## src/rtl/elevator_controller_param.sv

```systemverilog
// Single-car collective (SCAN) elevator controller with configurable floor count,
// per-floor travel time and door dwell time.
module elevator_controller_param #(
    parameter int FLOORS      = 8,
    parameter int MOVE_CYCLES = 2,
    parameter int DOOR_CYCLES = 4,
    localparam int FW         = $clog2(FLOORS)
) (
    input  logic              clock,
    input  logic              reset,
    input  logic              req_valid,
    input  logic [FW-1:0]     req_floor,
    input  logic              emergency,
    input  logic              over_weight,
    input  logic              IR_sensor,
    output logic              up,
    output logic              down,
    output logic              idle,
    output logic              door,
    output logic              emergency_stop,
    output logic [FW-1:0]     current_floor,
    output logic [FLOORS-1:0] requests,
    output logic [FW-1:0]     min_request,
    output logic [FW-1:0]     max_request
);

    localparam int MCW = (MOVE_CYCLES > 1) ? $clog2(MOVE_CYCLES) : 1;
    localparam int DCW = (DOOR_CYCLES > 1) ? $clog2(DOOR_CYCLES) : 1;

    typedef enum logic [1:0] {ST_IDLE, ST_MOVE, ST_DOOR, ST_EMERG} state_t;

    state_t             state, state_n;
    logic               dir_up, dir_up_n;
    logic [FW-1:0]      floor_n;
    logic [FLOORS-1:0]  requests_n;
    logic [MCW-1:0]     move_cnt, move_cnt_n;
    logic [DCW-1:0]     dwell_cnt, dwell_cnt_n;
    logic [FW-1:0]      next_floor;
    logic               has_above, has_below, beyond;
    logic               req_in_range, req_here, latch_ok;

    always_ff @(posedge clock or posedge reset) begin
        if (reset) begin
            state         <= ST_IDLE;
            current_floor <= '0;
            requests      <= '0;
            dir_up        <= 1'b1;
            move_cnt      <= '0;
            dwell_cnt     <= '0;
        end else begin
            state         <= state_n;
            current_floor <= floor_n;
            requests      <= requests_n;
            dir_up        <= dir_up_n;
            move_cnt      <= move_cnt_n;
            dwell_cnt     <= dwell_cnt_n;
        end
    end

    // Pending requests relative to the car now and to the floor it is about to reach
    always_comb begin
        has_above  = 1'b0;
        has_below  = 1'b0;
        beyond     = 1'b0;
        next_floor = current_floor;
        if (dir_up && current_floor != FW'(FLOORS - 1))
            next_floor = current_floor + FW'(1);
        else if (!dir_up && current_floor != '0)
            next_floor = current_floor - FW'(1);
        for (int i = 0; i < FLOORS; i++) begin
            if (requests[i]) begin
                if (i > int'(current_floor)) has_above = 1'b1;
                if (i < int'(current_floor)) has_below = 1'b1;
                if (dir_up ? (i > int'(next_floor)) : (i < int'(next_floor))) beyond = 1'b1;
            end
        end
    end

    always_comb begin
        state_n     = state;
        floor_n     = current_floor;
        requests_n  = requests;
        dir_up_n    = dir_up;
        move_cnt_n  = move_cnt;
        dwell_cnt_n = dwell_cnt;

        req_in_range = int'(req_floor) < FLOORS;
        req_here     = req_valid && (req_floor == current_floor);
        latch_ok     = req_valid && req_in_range && !emergency && (state != ST_EMERG)
                       && !((state == ST_DOOR) && req_here);
        if (latch_ok)
            requests_n[req_floor] = 1'b1;

        if (emergency) begin
            state_n     = ST_EMERG;
            move_cnt_n  = '0;
            dwell_cnt_n = '0;
        end else begin
            case (state)
                ST_IDLE: begin
                    if (requests[current_floor]) begin
                        state_n                    = ST_DOOR;
                        requests_n[current_floor]  = 1'b0;
                        dwell_cnt_n                = '0;
                    end else if (!over_weight) begin
                        if (has_above && (dir_up || !has_below)) begin
                            state_n    = ST_MOVE;
                            dir_up_n   = 1'b1;
                            move_cnt_n = '0;
                        end else if (has_below) begin
                            state_n    = ST_MOVE;
                            dir_up_n   = 1'b0;
                            move_cnt_n = '0;
                        end
                    end
                end
                ST_MOVE: begin
                    if (move_cnt == MCW'(MOVE_CYCLES - 1)) begin
                        move_cnt_n = '0;
                        floor_n    = next_floor;
                        // Arrival clear is applied after the latch so it wins
                        if (requests[next_floor]) begin
                            state_n                 = ST_DOOR;
                            requests_n[next_floor]  = 1'b0;
                            dwell_cnt_n             = '0;
                        end else if (!beyond) begin
                            state_n = ST_IDLE;
                        end
                    end else begin
                        move_cnt_n = move_cnt + MCW'(1);
                    end
                end
                ST_DOOR: begin
                    if (IR_sensor || over_weight || req_here) begin
                        dwell_cnt_n = '0;
                    end else if (dwell_cnt == DCW'(DOOR_CYCLES - 1)) begin
                        state_n     = ST_IDLE;
                        dwell_cnt_n = '0;
                    end else begin
                        dwell_cnt_n = dwell_cnt + DCW'(1);
                    end
                end
                default: begin
                    state_n     = ST_IDLE;
                    move_cnt_n  = '0;
                    dwell_cnt_n = '0;
                end
            endcase
        end
    end

    always_comb begin
        min_request = current_floor;
        max_request = current_floor;
        for (int i = FLOORS - 1; i >= 0; i--)
            if (requests[i]) min_request = FW'(i);
        for (int i = 0; i < FLOORS; i++)
            if (requests[i]) max_request = FW'(i);
    end

    assign idle           = (state == ST_IDLE);
    assign up             = (state == ST_MOVE) && dir_up;
    assign down           = (state == ST_MOVE) && !dir_up;
    assign door           = (state == ST_DOOR);
    assign emergency_stop = (state == ST_EMERG);

endmodule

```

## config.mk

```make
export PLATFORM = sky130hd
export DESIGN_NAME = elevator_controller_param
export DESIGN_NICKNAME = d
export VERILOG_FILES = /design/src/rtl/elevator_controller_param.sv
export SDC_FILE = /design/constraint.sdc
export NUM_CORES = 1
export LEC_CHECK = 0
export CORE_UTILIZATION = 44
export CTS_CLUSTER_DIAMETER = 150
export DETAILED_ROUTE_END_ITERATION = 8
export GPL_TIMING_DRIVEN = 0
export PLACE_DENSITY = 0.68
export SLEW_MARGIN = 10
export SYNTH_ARGS = -nofsm -noshare
export SYNTH_HDL_FRONTEND = slang
export SYNTH_SLANG_ARGS = --single-unit
export TNS_END_PERCENT = 30
```

## constraint.sdc

```tcl
create_clock -name clock -period 4.2 [get_ports clock]
set_clock_uncertainty 0.2 [all_clocks]
set_input_delay 0.63 -clock clock [delete_from_list [all_inputs] [get_ports clock]]
set_output_delay 0.63 -clock clock [all_outputs]
set_load 0.03 [all_outputs]
```

==> results.sh <==
export IMPL_clkLatencyLatePin_ns=0.26
export IMPL_avgSynthCellArea_um2=7.217
export IMPL_end_kind="flip-flop"
export IMPL_cts_tree="yes"
export IMPL_die_h_um=67.18
export IMPL_min_period_ns=3.743
export IMPL_hp_class="reg2reg"
export IMPL_die_area_um2=4513
export IMPL_grt_pass1_vias=1867
export IMPL_vias=2067
export IMPL_holdWs_ns=0.3180
export IMPL_ctsHoldBuffers=0
export IMPL_synth_flop_cell="dfrtp_1"
export IMPL_synthSimpleGateAreaFrac=0.2731
export IMPL_p_per_area_nw_per_um2=977.6
export IMPL_yosys_area_share_xor_xnor=0.01406
export IMPL_crit_path_max_fanout=10
export IMPL_synthArstFlopShare=1.000
export IMPL_synthCells=259
export IMPL_cts_post_setup_buffers_inserted=0
export IMPL_nets=310
export IMPL_synth_compound_area_share=0.3246
export IMPL_layout_setup_ws_ns=0.4571
export IMPL_dpl_cell_area_um2=2232
export IMPL_fin_crit_sh=0.8912
export IMPL_routed_wirelength_um=6080
export IMPL_drv_slew=0
export IMPL_area_growth_pct=21.89
export IMPL_ys_seq_elements=17
export IMPL_design_area_um2=2278
export IMPL_viasPerCell=6.026
export IMPL_critPathLaunchType="flip-flop"
export IMPL_nFillCells=403
export IMPL_cts_resized=0
export IMPL_hpwl_um=4477
export IMPL_place_gp_congestion=0.9135
export IMPL_place_ws_ns=0.5181
export IMPL_die_w_um=67.18
export IMPL_grt_overflow=0
export IMPL_clock_root_buffer="clkbuf_8"
export IMPL_synth_mux_area_frac=0.04150
export IMPL_yosysWarnings=0
export IMPL_crit_required_ns=4.13
export IMPL_worstMarginPinSlew_ns=0.7095
export IMPL_post_drt_wl_per_cell_um=17.73
export IMPL_vdd_drop_max_v=0.0003083
export IMPL_yosysUniqueCellTypes=60
export IMPL_worst_endpoint_arrival_ns=3.67
export IMPL_dr_pass1_iters=4
export IMPL_clockBufferDepth=2
export IMPL_hold_violations=0
export IMPL_max_stage_delay_ns=0.47
export IMPL_first_iter_violations=186
export IMPL_critPathSlowestCell="nor4b_2"
export IMPL_path_cells="buf_6 > clkbuf_1 > inv_1 > ha_1 > nor4b_2 > a211oi_4 > a21oi_1 > nand2_1 > a31o_2 > nor4b_1 > o221ai_1"
export IMPL_critPathKind="reg2reg"
export IMPL_antenna_cells=0
export IMPL_port_buffers=30
export IMPL_multiInputGateArea_um2=1309
export IMPL_power_mw=2.227
export IMPL_synth_edf_count=0
export IMPL_cp_top_family="compound AO/OA/AOI/OAI gates"
export IMPL_max_cap_violations=0
export IMPL_core_area_um2=4029
export IMPL_rsz0062_at_grt="no"
export IMPL_synth_adder_area_share=0.04685
export IMPL_fmax_mhz=267.2
export IMPL_grt_pass1_wl_um=9653
export IMPL_status="complete, no violations"
export IMPL_grt_antenna_before_repair=0
export IMPL_crit_buf_inv=3
export IMPL_grt_max_degree=18
export IMPL_p_leak_nw=0.8946
export IMPL_numCtsBuffers=3
export IMPL_synth_top_family_by_area="compound AO/OA/AOI/OAI gates"
export IMPL_final_seq_area_um2=426.7
export IMPL_setup_viol=0
export IMPL_synth_cell_area_um2=1869
export IMPL_num_rows=23
export IMPL_ioPinCount=31
export IMPL_ys_seq_area_frac=0.2282
export IMPL_cts_sinks=17
export IMPL_grt_use_total=0.2925
export IMPL_drive_gt1_frac=0.08532
export IMPL_fin_tns_setup_ns=0
export IMPL_relSlewSlack=0.5265
export IMPL_drc=0
export IMPL_htree_levels=1
export IMPL_postRouteAntennaNets=0
export IMPL_path_clk_slew_ns=0.08
export IMPL_start_util=0.4640
export IMPL_syn_nets=275
## Yosys cell counts (all sizes together), types with 4 or more instances
cell | count | area [um2]
nor2 | 37 | 138.9
a21oi | 32 | 160.2
nand2 | 19 | 71.32
o21ai | 19 | 95.09
dfrtp | 16 | 400.4
inv | 13 | 48.79
clkbuf | 12 | 45.04
nand3 | 9 | 45.04
buf | 7 | 40.03
ha | 7 | 87.58
nor3 | 7 | 35.03
a211oi | 5 | 55.05
a211o | 4 | 35.03
mux2 | 4 | 45.04
nand2b | 4 | 25.02
nor2b | 4 | 25.02
nor4 | 4 | 25.02
o211ai | 4 | 30.03
o31ai | 4 | 35.03
## stage by stage
step | utilization | instances
6_report | 0.5655 | 343
5_1_grt | 0.5655 | 343
4_1_cts | 0.5655 | 343
3_5_place_dp | 0.5540 | 339
3_3_place_gp | 0.5540 | 339
2_1_floorplan | - | 259
## worst paths after layout
check / end / cells after the start / slack (ns) / startpoint
max: state[0] / 11 / 0.46 / current_floor[0]
min: dwell_cnt[0] / 1 / 0.32 / dwell_cnt[0]
max reg2reg: state[0] / 11 / 0.46 / current_floor[0]
min reg2reg: dwell_cnt[0] / 1 / 0.32 / dwell_cnt[0]
max in group asynchronous: current_floor[0] / 2 / 2.78 / reset
min in group asynchronous: state[1] / 2 / 0.58 / reset
## cell type report
| type | count | share of cell area |
|---|---|---|
| clock inverters | 1 | 0.002197 |
| flip-flops and latches | 17 | 0.1873 |
| inverters | 13 | 0.02142 |
| repair buffers | 30 | 0.1318 |
| multi-input cells | 210 | 0.5744 |
| plain buffers | 19 | 0.03734 |
| well taps | 50 | 0.02746 |
| clock buffers | 3 | 0.01812 |
## power by group
| group | leakage [nW] | switching (mW) | internal [mW] |
|---|---|---|---|
| clock network | 0.0255 | 0.0657 | 0.0661 |
| registers | 0.208 | 0.0590 | 0.231 |
| logic | 0.662 | 1.13 | 0.675 |
## cell usage in the layout (no fill, tap or decap), types with 4 or more instances in the layout
master           count
nor2_1              37
nand2_1             19
nand3_1              9
clkdlybuf4s50_1     30
nor2b_1              4
o211ai_1             4
dfrtp_1             16
a211o_1              4
buf_2                5
nor4_1               4
clkbuf_1            12
inv_1               12
nand2b_1             4
ha_1                 7
o21ai_0             15
o21ai_1              4
a21oi_1             32
nor3_1               7
## logic make-up (layout without fill, tap and decap cells)
| group | after synthesis | in the layout |
|---|---|---|
| compound gates | 92 | 92 |
| xor+xnor | 3 | 3 |
| fa+ha+maj | 7 | 7 |
| buf+inv | 32 | 66 |
| flops | 17 | 17 |
| mux | 6 | 6 |
| simple gates | 102 | 102 |
## state kept, by name (all words and copies together), names as in the netlist
name and flops:
current_floor 3, dir_up 1, dwell_cnt 2, move_cnt 1, requests 8, state 2
## worst reg2reg max path, cell delays in order (launching register included)
cell      delay [ns]
dfrtp_1         0.42
buf_6           0.18
clkbuf_1        0.35
inv_1           0.24
ha_1            0.35
nor4b_2         0.47
a211oi_4        0.12
a21oi_1         0.43
nand2_1         0.11
a31o_2          0.25
nor4b_1         0.32
o221ai_1        0.18
## per-layer routing
layer | share of wire | vias up | global-route usage
met3 | 0.053 | 8 | 0.02365
met4 | 0.013 | 0 | 0.08777
li1 | - | 1011 | -
met5 | 0 | - | 0
met1 | 0.46 | 977 | 0.4220
met2 | 0.47 | 71 | 0.4613
(Power assumes the default switching activity.)
